--- config.mk ---
export PLATFORM = sky130hd
export DESIGN_NAME = serial_adder
export DESIGN_NICKNAME = d
export VERILOG_FILES = /design/src/rtl/serial_adder_pkg.sv /design/src/rtl/serial_adder_full_adder.sv /design/src/rtl/serial_adder.sv
export SDC_FILE = /design/constraint.sdc
export NUM_CORES = 1
export LEC_CHECK = 0
export ABC_AREA = 1
export BUFFER_PORTS_ARGS = -buffer_cell sky130_fd_sc_hd__buf_2
export CORE_ASPECT_RATIO = 0.8
export CORE_MARGIN = 3
export CORE_UTILIZATION = 33
export DETAILED_ROUTE_END_ITERATION = 7
export GPL_ROUTABILITY_DRIVEN = 0
export GPL_TIMING_DRIVEN = 0
export HOLD_SLACK_MARGIN = 0.03
export PLACE_DENSITY = 0.56
export SLEW_MARGIN = 5
export SYNTH_ARGS = -nofsm -noshare
export SYNTH_HDL_FRONTEND = slang
export SYNTH_SLANG_ARGS = --single-unit
--- constraint.sdc ---
create_clock -name clk -period 1.3 [get_ports clk]
set_input_delay 0.195 -clock clk [delete_from_list [all_inputs] [get_ports clk]]
set_output_delay 0.195 -clock clk [all_outputs]
set_load 0.02 [all_outputs]
--- src/rtl/serial_adder_pkg.sv ---
// ----------------------------------------------------------------------------
// serial_adder_pkg
//   Shared definitions for the bit-serial adder:
//     - state_t       : 2-bit FSM encoding (IDLE=0, RUN=1, DONE=2; 3 is illegal)
//     - DEFAULT_WIDTH : default operand/result width
//     - cnt_width()   : bit counter width able to hold 0..WIDTH
// ----------------------------------------------------------------------------
package serial_adder_pkg;

    typedef enum logic [1:0] {
        ST_IDLE = 2'd0,
        ST_RUN  = 2'd1,
        ST_DONE = 2'd2
    } state_t;

    localparam int DEFAULT_WIDTH = 8;

    // Counter must represent 0..WIDTH, so WIDTH=1 still gets a 1-bit counter.
    function automatic int cnt_width(input int width);
        return $clog2(width + 1);
    endfunction

endpackage : serial_adder_pkg

--- src/rtl/serial_adder_full_adder.sv ---
// ----------------------------------------------------------------------------
// full_adder
//   Existing 1-bit full adder cell; forms the per-bit datapath of serial_adder.
//   Ports:
//     A, B, Cin : addend bits and carry-in
//     Sum       : A ^ B ^ Cin
//     Cout      : majority(A, B, Cin)
// ----------------------------------------------------------------------------
module full_adder (
    input  logic A,
    input  logic B,
    input  logic Cin,
    output logic Sum,
    output logic Cout
);

    assign Sum  = A ^ B ^ Cin;
    assign Cout = (A & B) | (Cin & (A ^ B));

endmodule : full_adder

--- src/rtl/serial_adder.sv ---
// ----------------------------------------------------------------------------
// serial_adder
//   Bit-serial WIDTH-bit adder. On an accepted start the operands and carry-in
//   are latched, then one bit is added per clock, LSB first, through a single
//   full_adder and a registered carry. The final edge loads {Cout,Sum} and the
//   FSM spends one cycle in DONE to pulse done.
//   Ports:
//     clk   : rising-edge clock
//     rst   : asynchronous active-high reset
//     start : request, sampled only in IDLE
//     A, B  : operands, sampled on the accepting edge only
//     Cin   : carry-in, sampled on the accepting edge only
//     Sum   : result of last completed add (held)
//     Cout  : carry-out of last completed add (held)
//     busy  : high while in RUN (WIDTH cycles)
//     done  : one-cycle pulse, Sum/Cout valid
// ----------------------------------------------------------------------------
module serial_adder
    import serial_adder_pkg::*;
#(
    parameter int WIDTH = DEFAULT_WIDTH
) (
    input  logic             clk,
    input  logic             rst,
    input  logic             start,
    input  logic [WIDTH-1:0] A,
    input  logic [WIDTH-1:0] B,
    input  logic             Cin,
    output logic [WIDTH-1:0] Sum,
    output logic             Cout,
    output logic             busy,
    output logic             done
);

    localparam int                CNT_W    = cnt_width(WIDTH);
    localparam logic [CNT_W-1:0]  LAST_CNT = CNT_W'(WIDTH - 1);
    localparam logic [CNT_W-1:0]  CNT_ONE  = CNT_W'(1);

    state_t             state_r;
    state_t             state_nxt_s;
    logic [WIDTH-1:0]   a_sr_r;
    logic [WIDTH-1:0]   b_sr_r;
    logic [WIDTH-1:0]   s_sr_r;
    logic [WIDTH-1:0]   s_shift_s;
    logic [WIDTH-1:0]   sum_r;
    logic               c_reg_r;
    logic               cout_r;
    logic [CNT_W-1:0]   cnt_r;
    logic               fs_s;
    logic               fc_s;
    logic               last_bit_s;

    full_adder u_full_adder (
        .A    (a_sr_r[0]),
        .B    (b_sr_r[0]),
        .Cin  (c_reg_r),
        .Sum  (fs_s),
        .Cout (fc_s)
    );

    assign last_bit_s = (cnt_r == LAST_CNT);

    // New sum bit enters at the MSB; after WIDTH shifts bit 0 holds the LSB.
    // A 1-bit adder has no older bits to keep, so it needs its own form.
    generate
        if (WIDTH == 1) begin : g_shift_w1
            assign s_shift_s = fs_s;
        end else begin : g_shift_wn
            assign s_shift_s = {fs_s, s_sr_r[WIDTH-1:1]};
        end
    endgenerate

    // busy/done decode straight from the state register: no combinational
    // path from start to the status outputs.
    assign busy = (state_r == ST_RUN);
    assign done = (state_r == ST_DONE);
    assign Sum  = sum_r;
    assign Cout = cout_r;

    // State register.
    always_ff @(posedge clk or posedge rst) begin
        if (rst) begin
            state_r <= ST_IDLE;
        end else begin
            state_r <= state_nxt_s;
        end
    end

    // Next-state logic; the unused encoding falls back to IDLE.
    always_comb begin
        state_nxt_s = state_r;
        case (state_r)
            ST_IDLE: begin
                if (start) begin
                    state_nxt_s = ST_RUN;
                end else begin
                    state_nxt_s = ST_IDLE;
                end
            end
            ST_RUN: begin
                if (last_bit_s) begin
                    state_nxt_s = ST_DONE;
                end else begin
                    state_nxt_s = ST_RUN;
                end
            end
            ST_DONE: begin
                state_nxt_s = ST_IDLE;
            end
            default: begin
                state_nxt_s = ST_IDLE;
            end
        endcase
    end

    // Datapath: operand capture, per-bit shifting, carry and result registers.
    always_ff @(posedge clk or posedge rst) begin
        if (rst) begin
            a_sr_r  <= '0;
            b_sr_r  <= '0;
            s_sr_r  <= '0;
            c_reg_r <= 1'b0;
            cnt_r   <= '0;
            sum_r   <= '0;
            cout_r  <= 1'b0;
        end else begin
            case (state_r)
                ST_IDLE: begin
                    if (start) begin
                        a_sr_r  <= A;
                        b_sr_r  <= B;
                        c_reg_r <= Cin;
                        cnt_r   <= '0;
                    end
                end
                ST_RUN: begin
                    a_sr_r  <= a_sr_r >> 1;
                    b_sr_r  <= b_sr_r >> 1;
                    s_sr_r  <= s_shift_s;
                    c_reg_r <= fc_s;
                    cnt_r   <= cnt_r + CNT_ONE;
                    // Result registers move only on the final bit.
                    if (last_bit_s) begin
                        sum_r  <= s_shift_s;
                        cout_r <= fc_s;
                    end
                end
                default: begin
                    // DONE and illegal encoding: hold all datapath state.
                end
            endcase
        end
    end

endmodule : serial_adder

==> out/qor.txt <==
Final setup fails: 1
Antenna violations before repair: 0
Startpoint types: flip-flop
Switching pwr: 2400 uW
CTS tree: done
Total power: 5710 uW
Worst r2r path cells: 7
Worst-Skew Late Latency: 0.30 ns
CP Capture Point: done
Layout Skew: 0.00341 ns
Area Growth Syn to Fin: 32.1%
Final worst slack: -0.0364 ns
Die width: 88.6 um
Sequential power share: 36.1%
Htree depth: 2
Grt total ovfl: 0
Crit. End Element: output pin
Slowest cell on the critical path: dfrtp_1
DRT Pass-1 Iters: 4
Synth warnings: 0
Starting DRT DRC Count: 99
Num CTS Buffers: 5
Total wire length: 4400 um
Drt wl/cell: 12.9 um
Syn Std Cell Area: 0.00180 mm2
Syn Area/Cell: 8.03 um2
Failing checks: negative setup slack
Rows: 23
Largest net degree at the start of global routing: 40
Via density: 4.64
Max stage delay on crit path: 0.38 ns
Status: finished, violations left
Fin util: 46.4%
Internal: 3310 uW
Finished Cell Area: 0.00238 mm2
Fin crit share: 103%
Worst-Margin Slew: 0.798 ns
R2R Path End: a_sr_r[0]
Peak VDD IR: 0.000808 V
Sequential element share of the synthesized area: 54.2%
Initial Util: 35.1%
CP startpoint: state_r[0]
Netlist cell types: 18
CTS Root Cell: clkbuf_8
Pleak: 0.00130 uW
CP top delay family: flip-flops
CP Max Fanout: 4
Crit path depth: 4
Share of cells above drive strength 1: 31.8%
RR Startpoint: state_r[0]
Antenna diodes: 0
Hold Vio Cnt, Final: 0
Placement Cell Area: 0.00203 mm2
Comb pwr share: 49.2%
Final Max Slew Viols: 0
DRC Markers: 0
Setup CP Type: reg2out
Vias in the first global route: 1376
I/O Buffers: 30
Clock power share: 14.7%
CP dominant cell by count: buf_6
Switching Share: 42.0%
Die Span Y: 72.0 um
Yosys reg bits: 39
Cell area power density: 2400 mW/mm2
Clock sink count: 39
Setup WS pre-CTS: 0.0140 ns
Min-Delay Path Class: in2async
CTS Buffer Depth: 2
Gr usage total: 14.1%
Clock transition at path regs: 0.08 ns
Reg2reg setup slack: 0.01 ns
CP Cell Sequence: buf_6 > buf_8 > nor2_4 > buf_6
Core ar.: 0.00512 mm2
Mapped Nets: 246
Buf+Inv Stages, Crit Path: 3
Final #Nets: 301
Post-route ant nets: 0
Cells after Synth: 224
Final Critical Period: 1.34 ns
Max Cap Viol: 0
Die area: 0.00638 mm2
Hold_buf cts: 0
CP arrival: 1.14 ns
RSZ-0062 raised after global routing: yes
IO Count: 31
Wire length of the first global-routing pass: 6770 um
F_max: 748 MHz
Via count: 1588
Rel. slew slack: 46.7%
Post-DP HPWL: 2650 um
Req. time, crit path: 1.11 ns
==> routing by layer <==
layer / up-vias / part of all wire, % / global-route usage (%)
met5: - / 0 / 0
met4: 0 / 2.0 / 6.54
met3: 8 / 3.8 / 3.06
met2: 28 / 43 / 18.6
met1: 749 / 51 / 21.7
li1: 803 / - / -
==> final cells by class <==
cell class,count,area [um2]
Fill cell,543,2750
Sequential cell,39,976
Multi-Input combinational cell,172,806
Timing Repair Buffer,47,305
Buffer,8,90.1
Tap cell,62,77.6
Clock buffer,5,68.8
Inverter,6,32.5
Clock inverter,3,20.0
==> flip-flops by register name, indices dropped and copies added, names as in the netlist <==
signal / flops
s_sr_r: 7
cnt_r: 4
Sum: 8
b_sr_r: 8
Cout: 1
c_reg_r: 1
a_sr_r: 8
state_r: 2
==> power by group through the flow <==
stage                     clock [uW]  sequential [uW]  combinational [uW]
after global routing             919             2130                3140
after CTS                        858             2050                2460
after floorplan                    0             2150                1480
after global placement             0             2070                2110
final                            839             2060                2810
after detailed placement           0             2080                2140
==> layout by cell type, fill, tap and decap left out <==
cell        count
nor2_4          3
o21ai_0         4
nand4_1         1
clkbuf_8        5
buf_2          28
inv_2           1
nand2_2        13
nand2_1       122
nand2_8         1
clkinvlp_4      2
nand3_1        19
nor2_1          2
o21ai_1         1
o21ai_4         1
buf_4          15
nor2_2          1
nand3_2         1
inv_4           2
dfrtp_1        39
inv_6           1
clkinv_2        1
fa_1            1
nand2_4         1
buf_8           2
ha_2            1
inv_1           2
buf_6          10
==> worst min path at each step <==
stage	slack (ns)	start	endpoint
6_report	0.03	rst	Sum[0]
3_3_place_gp	0.43	A[7]	a_sr_r[7]
3_5_place_dp	0.41	rst	Sum[5]
5_1_grt	0.11	rst	Sum[0]
2_1_floorplan	0.32	start	state_r[0]
4_1_cts	0.07	rst	Sum[5]
==> through the flow <==
| stage | TNS, ns | hold slack (ns) | std cells |
|---|---|---|---|
| finish | -0.0364 | 0.0344 | 342 |
| global route | -0.560 | 0.109 | 342 |
| CTS | -0.0920 | 0.0709 | 334 |
| detailed placement | 0 | 0.407 | 316 |
| global placement | -13.48 | 0.429 | 316 |
| floorplan | 0 | 0.322 | 224 |
==> kinds of logic (layout without fill, tap and decap cells) <==
logic type | Yosys count | in the layout | share of synthesized area, %
adders and majority gates | 2 | 2 | 1.81
buffers and inverters | 15 | 69 | 5.35
and+or+nand+nor | 162 | 164 | 36.3
AOI/OAI and AO/OA | 6 | 6 | 2.29
DFF | 39 | 39 | 54.2
==> cells in the mapped netlist <==
| master | number | area share, % |
|---|---|---|
| buf_2 | 2 | 0.56 |
| buf_4 | 4 | 1.7 |
| buf_6 | 3 | 1.9 |
| dfrtp_1 | 39 | 54 |
| fa_1 | 1 | 1.1 |
| ha_1 | 1 | 0.70 |
| inv_1 | 3 | 0.63 |
| inv_2 | 3 | 0.63 |
| nand2_1 | 134 | 28 |
| nand2_2 | 1 | 0.35 |
| nand2_4 | 1 | 0.63 |
| nand3_1 | 20 | 5.6 |
| nand4_1 | 1 | 0.35 |
| nor2_1 | 4 | 0.83 |
| nor2_4 | 1 | 0.63 |
| o21ai_0 | 4 | 1.1 |
| o21ai_1 | 1 | 0.28 |
| o21ai_4 | 1 | 0.90 |
==> what timing repair did <==
item,in CTS,in global routing
setup buffers,10,6
pin swaps,4,16
endpoints found under the setup margin,4,26
gates resized for setup,15,27
cloned,0,3
(Power assumes the default switching activity.)
